`config.mk`:
```
export PLATFORM = sky130hd
export DESIGN_NAME = alu_sum_4b_flat
export DESIGN_NICKNAME = d
export VERILOG_FILES = /design/src/rtl/alu_sum_4b_pkg.sv /design/src/rtl/alu_sum_4b_if.sv /design/src/rtl/alu_sum_4b_adder_4b.sv /design/src/rtl/alu_sum_4b.sv /design/src/flat_wrapper.sv
export SDC_FILE = /design/constraint.sdc
export NUM_CORES = 1
export LEC_CHECK = 0
export CORE_UTILIZATION = 38
export DETAILED_ROUTE_END_ITERATION = 6
export GPL_ROUTABILITY_DRIVEN = 0
export MAX_ROUTING_LAYER = met4
export PLACE_DENSITY_LB_ADDON = 0.1
export SYNTH_ARGS = -nofsm -noshare
export SYNTH_HDL_FRONTEND = slang
export SYNTH_SLANG_ARGS = --single-unit
export TNS_END_PERCENT = 100
```
`constraint.sdc`:
```
create_clock -name clk -period 9.7 [get_ports clk]
set_input_delay 2.425 -clock clk [delete_from_list [all_inputs] [get_ports clk]]
set_output_delay 2.425 -clock clk [all_outputs]
set_load 0.02 [all_outputs]
```
`src/rtl/alu_sum_4b_pkg.sv`:
```
// Shared constants for the PC-increment adder: default width, step and slice size.
// Latency: n/a (constants and helpers only).
// Backpressure: n/a.
package alu_sum_4b_pkg;

    localparam int DEF_WIDTH = 32;
    localparam int DEF_INC   = 4;
    localparam int SLICE_W   = 4;

    // Number of ripple slices needed to cover a given operand width.
    function automatic int num_slices(input int width);
        return width / SLICE_W;
    endfunction

endpackage

```
`src/rtl/alu_sum_4b_if.sv`:
```
// Operand/result bundle between the PC-increment adder and its user.
// Latency: n/a (wiring only).
// Backpressure: none; en is a plain load strobe.
interface alu_sum_4b_if #(
    parameter int WIDTH = 32
);
    logic             en;
    logic [WIDTH-1:0] src;
    logic [WIDTH-1:0] res_comb;
    logic [WIDTH-1:0] res;
    logic             carry;
    logic             valid;

    modport master (
        output en,
        output src,
        input  res_comb,
        input  res,
        input  carry,
        input  valid
    );

    modport slave (
        input  en,
        input  src,
        output res_comb,
        output res,
        output carry,
        output valid
    );
endinterface

```
`src/rtl/alu_sum_4b_adder_4b.sv`:
```
// Four-bit full adder slice used as one link of the ripple chain.
// Latency: combinational. Backpressure: n/a.
module adder_4b (
    input  logic [3:0] a,
    input  logic [3:0] b,
    input  logic       cin,
    output logic [3:0] s,
    output logic       cout
);

    logic [4:0] sum_w;

    assign sum_w = {1'b0, a} + {1'b0, b} + {4'b0000, cin};
    assign s     = sum_w[3:0];
    assign cout  = sum_w[4];

endmodule

```
`src/rtl/alu_sum_4b.sv`:
```
// Constant-step incrementer (src + INC) with combinational and registered results.
// Latency: res_comb 0 cycles; res/carry/valid 1 cycle after an edge with en high.
// Backpressure: none; registers hold while en is low.
module alu_sum_4b
    import alu_sum_4b_pkg::*;
#(
    parameter int WIDTH = DEF_WIDTH,
    parameter int INC   = DEF_INC
) (
    input  logic         clk,
    input  logic         rst_n,
    alu_sum_4b_if.slave  bus
);

    localparam int NS = num_slices(WIDTH);
    localparam logic [SLICE_W-1:0] INC_NIB = SLICE_W'(INC);

    generate
        if ((WIDTH % SLICE_W) != 0 || WIDTH < SLICE_W) begin : g_bad_width
            $error("alu_sum_4b: WIDTH must be a positive multiple of 4");
        end
        if (INC < 0 || INC >= 16) begin : g_bad_inc
            $error("alu_sum_4b: INC must be in 0..15");
        end
    endgenerate

    logic [NS:0]      chain_c;
    logic [WIDTH-1:0] sum_w;

    assign chain_c[0] = 1'b0;

    // Only slice 0 sees the step; upper slices just absorb the ripple carry.
    genvar gi;
    generate
        for (gi = 0; gi < NS; gi++) begin : g_slice
            logic [SLICE_W-1:0] addend_w;
            if (gi == 0) begin : g_lsb
                assign addend_w = INC_NIB;
            end else begin : g_upper
                assign addend_w = '0;
            end

            adder_4b u_adder (
                .a    (bus.src[gi*SLICE_W +: SLICE_W]),
                .b    (addend_w),
                .cin  (chain_c[gi]),
                .s    (sum_w[gi*SLICE_W +: SLICE_W]),
                .cout (chain_c[gi+1])
            );
        end
    endgenerate

    logic [WIDTH-1:0] res_q, res_d;
    logic             carry_q, carry_d;
    logic             valid_q, valid_d;

    always_comb begin
        res_d   = res_q;
        carry_d = carry_q;
        valid_d = bus.en;
        if (bus.en) begin
            res_d   = sum_w;
            carry_d = chain_c[NS];
        end
    end

    always_ff @(posedge clk or negedge rst_n) begin
        if (!rst_n) begin
            res_q   <= '0;
            carry_q <= 1'b0;
            valid_q <= 1'b0;
        end else begin
            res_q   <= res_d;
            carry_q <= carry_d;
            valid_q <= valid_d;
        end
    end

    assign bus.res_comb = sum_w;
    assign bus.res      = res_q;
    assign bus.carry    = carry_q;
    assign bus.valid    = valid_q;

endmodule

```
`src/flat_wrapper.sv`:
```
// flat-port wrapper written by rule: the top's interface ports become plain ports
module alu_sum_4b_flat import alu_sum_4b_pkg::*;
#(
    parameter int WIDTH = DEF_WIDTH,
    parameter int INC   = DEF_INC
)
  (clk, rst_n, bus_en, bus_src, bus_res_comb, bus_res, bus_carry, bus_valid);
  alu_sum_4b_if #(.WIDTH(WIDTH)) bus_i ();
  input  logic clk;
  input  logic rst_n;
  input wire logic [$bits(bus_i.en)-1:0] bus_en;
  input wire logic [$bits(bus_i.src)-1:0] bus_src;
  output wire logic [$bits(bus_i.res_comb)-1:0] bus_res_comb;
  output wire logic [$bits(bus_i.res)-1:0] bus_res;
  output wire logic [$bits(bus_i.carry)-1:0] bus_carry;
  output wire logic [$bits(bus_i.valid)-1:0] bus_valid;
  assign bus_i.en = bus_en;
  assign bus_i.src = bus_src;
  assign bus_res_comb = bus_i.res_comb;
  assign bus_res = bus_i.res;
  assign bus_carry = bus_i.carry;
  assign bus_valid = bus_i.valid;
  alu_sum_4b #(.WIDTH(WIDTH), .INC(INC)) u_core (.clk(clk), .rst_n(rst_n), .bus(bus_i));
endmodule
```
==> qor.yml, run 1 <==
crit_buf_inv: 2
cp_cell_sequence: "clkdlybuf4s50_1, ha_1, ha_1, ha_2, and3_1, ha_2, ha_2, and3_1, ha_1, ha_1, and3_1, ha_2, ha_2, and3_1, ha_1, ha_1, and3_1, ha_2, ha_2, and3_1, ha_1, ha_2, xor2_2, buf_6"
numPortBuffers: 100
n_antenna_cell: 0
fin_crit_ps: 9464
slowest_stage: "clkdlybuf4s50_1"
finalHoldViolations: 0
pwr_density_cell_nw_per_um2: 136.2
clk_latency_ps: 280
relSlewSlack_pct: 31.08
synth_area_per_cell_um2: 15.00
crit_path_frequent_cell: "ha_2"
r2r_cells: 1
design_area_um2: 2925
syn2layout_area_growth_pct: 63.84
violations: "DRC"
drive_gt1_share_pct: 25.88
cts-htree-levels: 2
finalSetupViolCount: 0
worstMarginPinSlew_ps: 1034
place_area_um2: 2816
crit_fanout: 2
arrival_ps: 7040
start_util_pct: 40.17
timing.final.crit_share_pct: 97.57
start_kind: "input port"
drt-total-wl_um: 4069
synthCells: 119
hpwlAfterDp_um: 2944
dr.pass1.iters: 7
dr.first_iter.drc_count: 70
fin_cells: 280
cap_violations: 0
fp.dieW_um: 70.55
yosys_warnings: 0
critical_path_depth: 24
crit_family: "adder cells"
nNetsFinal: 277
cts_buffers: 5
fin_skew_ps: 0
crit_path_max_incr_delay_ps: 420
yosysSeqAreaShare_pct: 47.65
fmax_ghz: 0.1057
synth_area_um2: 1785
hold_path_class: "reg2reg"
ys_types: 16
clock_sinks: 34
grt_max_degree: 37
status: "complete, but fails checks"
grt_usage_pct: 18.14
wl_per_cell_um: 14.53
cts_tree: "built"
antenna_left: 0
dieArea_um2: 4977
rsz0062_at_grt: "no"
grt_overflow_total: 0
clock_path_buffers: 2
clk_pin_slew_worst_paths_ps: 70
peakVddDrop_uv: 63.08
drc: 14
die_h_um: 70.55
worstPathRequired_ps: 7280
cellLeakagePower_uw: 0.001335
post-cts-setup-buffer-count: 0
vias_per_cell: 4.771
core_area_um2: 4444
post-place-cells: 272
drv_slew: 0
io_pins: 101
antenna_found_initial: 0
fillers: 336
critPathCaptureType: "output pin"
rows: 24
synth_fp_nets: 169
grt_pass1_vias: 1473
whs_path_depth: 1
finalSetupTns_ps: 0
grt_first_pass_wirelength_um: 6755
ys_seq_elements: 34
cts_root_buf: "clkbuf_8"
critical_path_class: "in2out"
vias: 1336
## placed cells by master, fill, tap and decap left out
| cell type | instances |
|---|---|
| a21oi_1 | 1 |
| o21ai_0 | 1 |
| xnor2_1 | 7 |
| nand3_1 | 7 |
| clkdlybuf4s50_1 | 94 |
| and3_1 | 6 |
| xor2_1 | 6 |
| dlygate4sd2_1 | 1 |
| buf_6 | 1 |
| inv_1 | 2 |
| mux2_2 | 5 |
| nand4_1 | 1 |
| nor2_1 | 1 |
| buf_2 | 4 |
| mux2_4 | 26 |
| clkinv_2 | 1 |
| clkbuf_8 | 6 |
| ha_1 | 7 |
| dfrtp_1 | 34 |
| xor2_2 | 1 |
| clkbuf_1 | 1 |
| buf_4 | 7 |
| ha_2 | 8 |
## Yosys cell counts
library cell   n  area [um^2]
a21oi_1        1        5.000
and3_1         6        37.54
buf_12         2        40.04
buf_4          2        15.01
buf_6          2        22.52
dfrtp_1       34        850.8
ha_1          15        187.7
inv_1          2        7.510
mux2_2         5        56.30
mux2_4        26        390.4
nand3_1        7        35.03
nand4_1        1        6.260
nor2_1         1        3.750
o21ai_0        1        5.000
xnor2_1        7        61.31
xor2_1         7        61.31
## power breakdown
part           leakage (uW)  internal (uW)  switching (uW)  total (uW)
registers          0.000399            156            8.03         164
clock network     0.0000482           57.2            49.3         107
logic              0.000888           71.6            56.0         128
## path summary, 6_finish.rpt
| path | end | slack [ps] | from |
|---|---|---|---|
| worst max-delay path | bus_res_comb[30] | 240 | bus_src[2] |
| worst min-delay path | u_core.bus.res[21] | 510 | u_core.bus.res[21] |
| worst max register to register | u_core.bus.res[15] | 8920 | u_core.bus.res[15] |
| worst min register to register | u_core.bus.res[21] | 510 | u_core.bus.res[21] |
| max in group asynchronous | u_core.bus.valid | 7000 | rst_n |
| min in group asynchronous | u_core.bus.res[22] | 2210 | rst_n |
## cell type report
class                      count  area [um^2]  share of cell area [%]
timing repair buffer         107         1033                   35.33
multi-input combinational     77        877.1                   29.98
sequential                    34        850.8                   29.08
clock buffer                   7        86.33                   2.951
tap                           52        65.06                   2.224
inverter                       2        7.507                  0.2566
clock inverter                 1        5.005                  0.1711
## routing by layer
layer  GRT usage, %  wire length [um]
met1          20.99              1704
met2          28.48              1924
met3          5.556               332
met4          9.556               108
met5              -                 0
## state kept, by name (all words and copies together), names as in the netlist
name and count:
u_core.bus.carry 1, u_core.bus.res 32, u_core.bus.valid 1
## kinds of logic after synthesis
kind of cell / after synthesis / synth area share [%]
AO/OA/AOI/OAI: 2 / 0.5601
multiplexers: 31 / 25.02
XOR/XNOR: 14 / 6.868
AND/OR/NAND/NOR: 15 / 4.625
buffers and inverters: 8 / 4.765
adder cells (fa/ha/maj): 15 / 10.51
flip-flops: 34 / 47.65
## what timing repair did
action	CTS	global route
hold buffers	0	0
setup endpoints to repair	4	5
pin swaps	0	1
resized for setup	17	7
## metrics by stage
| step | power (uW) | hold WS, ps | utilization (%) | worst slack [ps] |
|---|---|---|---|---|
| 2_1_floorplan | 229.7 | 605.8 | - | 614.3 |
| 3_3_place_gp | 293.7 | 489.5 | 63.37 | -374.2 |
| 3_5_place_dp | 295.0 | 496.7 | 63.37 | -517.4 |
| 4_1_cts | 404.6 | 514.3 | 65.40 | 28.46 |
| 5_1_grt | 418.7 | 532.7 | 65.82 | 6.257 |
| 6_report | 398.4 | 509.8 | 65.82 | 235.7 |
Power figures use the tool's default switching activity.
==> run 2, diff against run 1 <==
--- a/config.mk
+++ b/config.mk
@@ -5,12 +5,13 @@
 export SDC_FILE = /design/constraint.sdc
 export NUM_CORES = 1
 export LEC_CHECK = 0
-export CORE_UTILIZATION = 38
+export CORE_UTILIZATION = 44
 export DETAILED_ROUTE_END_ITERATION = 6
 export GPL_ROUTABILITY_DRIVEN = 0
 export MAX_ROUTING_LAYER = met4
-export PLACE_DENSITY_LB_ADDON = 0.1
+export PLACE_DENSITY = 0.81
 export SYNTH_ARGS = -nofsm -noshare
 export SYNTH_HDL_FRONTEND = slang
+export SYNTH_HIERARCHICAL = 1
 export SYNTH_SLANG_ARGS = --single-unit
 export TNS_END_PERCENT = 100
==> run 2 against run 1 <==
Net effect: the run ends with setup timing left; worst hold slack got worse by 0.64 ps; area after synthesis is 44% higher; global-route usage is 3.5 points higher; cell count rose by 60%; sequential share of layout area fell by 8.5 points.
==> qor.yml, run 2 <==
critical_path_class: "in2out"
worstMarginPinSlew_ps: 1114
synthCells: 201
timing.final.crit_share_pct: 120.2
grt_overflow_total: 0
worstPathRequired_ps: 7280
critPathCaptureType: "output pin"
grt_pass1_vias: 2172
status: "complete, but fails checks"
rsz0062_at_grt: "yes"
synth_top_flop_cell: "dfrtp_1"
synth_area_per_cell_um2: 12.76
hold_path_class: "reg2reg"
start_util_pct: 46.02
crit_buf_inv: 10
dr.first_iter.drc_count: 83
rows: 27
crit_family: "adder cells"
drt-total-wl_um: 6040
cts_tree: "built"
io_pins: 101
nNetsFinal: 449
n_antenna_cell: 0
synthTopCellsByArea: "dfrtp_1 33%, mux2_4 18%, fa_1 12%"
vias_per_cell: 4.463
p_clk_share_pct: 15.9
place_area_um2: 3911
clk_latency_ps: 290
slowest_stage: "fa_2"
finalHoldViolations: 0
relSlewSlack_pct: 25.75
vias: 1995
ys_async_sr_fraction_pct: 100.0
yosysSeqAreaShare_pct: 33.17
crit_path_max_incr_delay_ps: 420
ys_types: 15
design_area_um2: 4140
core_area_um2: 5574
p_int_uw: 454.5
cts_buffers: 5
die_h_um: 78.35
start_kind: "input port"
syn2layout_area_growth_pct: 61.41
finalWorstSetupSlack_ps: -1957
peakVddDrop_uv: 92.80
violations: "setup timing"
cts_hold_buf: 0
grt_usage_pct: 21.63
hold_ws_ps: 509.1
drc: 0
fmax_ghz: 0.08579
fin_crit_ps: 11660
finalSetupViolCount: 11
synth.most_common_cell: "dfrtp_1"
switching_share_pct: 36.18
wl_per_cell_um: 13.51
fp.dieW_um: 78.35
grt_first_pass_wirelength_um: 9839
cts_root_buf: "clkbuf_8"
drv_slew: 0
clk_pin_slew_worst_paths_ps: 70
utilization_pct: 74.28
synth_top_cell_by_area: "dfrtp_1"
power_frac_seq_pct: 27.7
layout_commonest_cell: "clkdlybuf4s50_1"
drive_gt1_share_pct: 34.13
cellLeakagePower_uw: 0.002009
netlist.area_leader.share_pct: 33.17
ys_seq_elements: 34
pwr_density_cell_nw_per_um2: 172.0
synth_area_um2: 2565
cap_violations: 0
pre_cts_ws_ps: -3091
layout_common_cells: "81 x clkdlybuf4s50_1, 41 x conb_1, 35 x buf_4, 34 x dfrtp_1, 30 x mux2_4"
antenna_found_initial: 0
numPortBuffers: 100
clock_sinks: 34
switchingPower_uw: 257.7
hpwlAfterDp_um: 4366
grt_max_degree: 35
yosys_warnings: 6
dieArea_um2: 6139
clock_path_buffers: 2
arrival_ps: 9230
cts-htree-levels: 2
power_uw: 712.2
largest_reg_flops: 32
dr.pass1.iters: 4
pwr-share-comb_pct: 56.4
crit_path_frequent_cell: "fa_2"
fin_skew_ps: 0
crit_fanout: 2
antenna_left: 0
synthTopCellsByCount: "34 x dfrtp_1, 32 x inv_1, 30 x mux2_4"
synth-edff-count: 0
## run 2: cell types whose count changed after synthesis, sizes merged, moves of 7 or more
| cell | previous run | this run |
|---|---|---|
| o21ai | 1 | 8 |
| nand2b | 0 | 8 |
| a21o | 0 | 8 |
| ha | 15 | 24 |
| fa | 0 | 16 |
| nor2b | 0 | 8 |
| a21oi | 1 | 8 |
| nand3 | 7 | 0 |
| inv | 2 | 32 |
| xor2 | 7 | 0 |
| xnor2 | 7 | 16 |
## run 2: stage by stage
stage,cells,TNS [ps]
floorplan,240,0
global placement,429,-23540
detailed placement,429,-27170
CTS,442,-13540
global route,447,-15990
finish,447,-12330
## run 2: power groups by stage
stage               sequential, uW  clock [uW]  combinational (uW)
floorplan                      241           0                 169
global placement               198           0                 377
global route                   201         123                 428
CTS                            197         118                 394
finish                         197         113                 402
detailed placement             199           0                 384
## run 2: path summary, 6_finish.rpt
kind,startpoint,end,slack (ps),cells past startpoint
setup / recovery,bus_src[3],bus_res_comb[29],-1960,45
hold / removal,u_core/bus.carry,u_core/bus.carry,510,1
setup reg to reg,u_core/bus.res[27],u_core/bus.res[27],8900,1
hold reg to reg,u_core/bus.carry,u_core/bus.carry,510,1
max in group asynchronous,rst_n,u_core/bus.res[31],6990,1
min in group asynchronous,rst_n,u_core/bus.res[7],2200,1
## run 2: cell families after synthesis
group	share of synthesized area, %
buffers and inverters	7.464
DFF	33.17
xor gates and xnor gates	5.463
AOI/OAI and AO/OA	6.634
other	0.2928
muxes	18.88
and+or+nand+nor	3.903
adders and majority gates	24.20
## run 2: area by class of cell
type | instances | area (um^2)
fillers | 408 | 1434
multi-input cells | 170 | 1760
well taps | 72 | 90.09
clock inverters | 2 | 12.51
repair buffers | 131 | 1224
flip-flops and latches | 34 | 850.8
clock buffers | 6 | 82.58
inverters | 32 | 120.1
## run 2: what timing repair did
action / CTS / global route
setup endpoints to repair: 20 / 16
pin swaps: 27 / 26
setup buffers: 5 / 5
resized for setup: 93 / 7
## run 2: per-layer routing
metal  routed length (um)  global-route usage, %  vias to the layer above  part of all wire, %
li1                     -                      -                      959                    -
met1                 2469                  23.22                      956                   41
met2                 3230                  40.09                       70                   53
met3                  265                  3.605                       10                  4.4
met4                   74                  7.407                        0                  1.2
met5                    0                      -                        -                    0
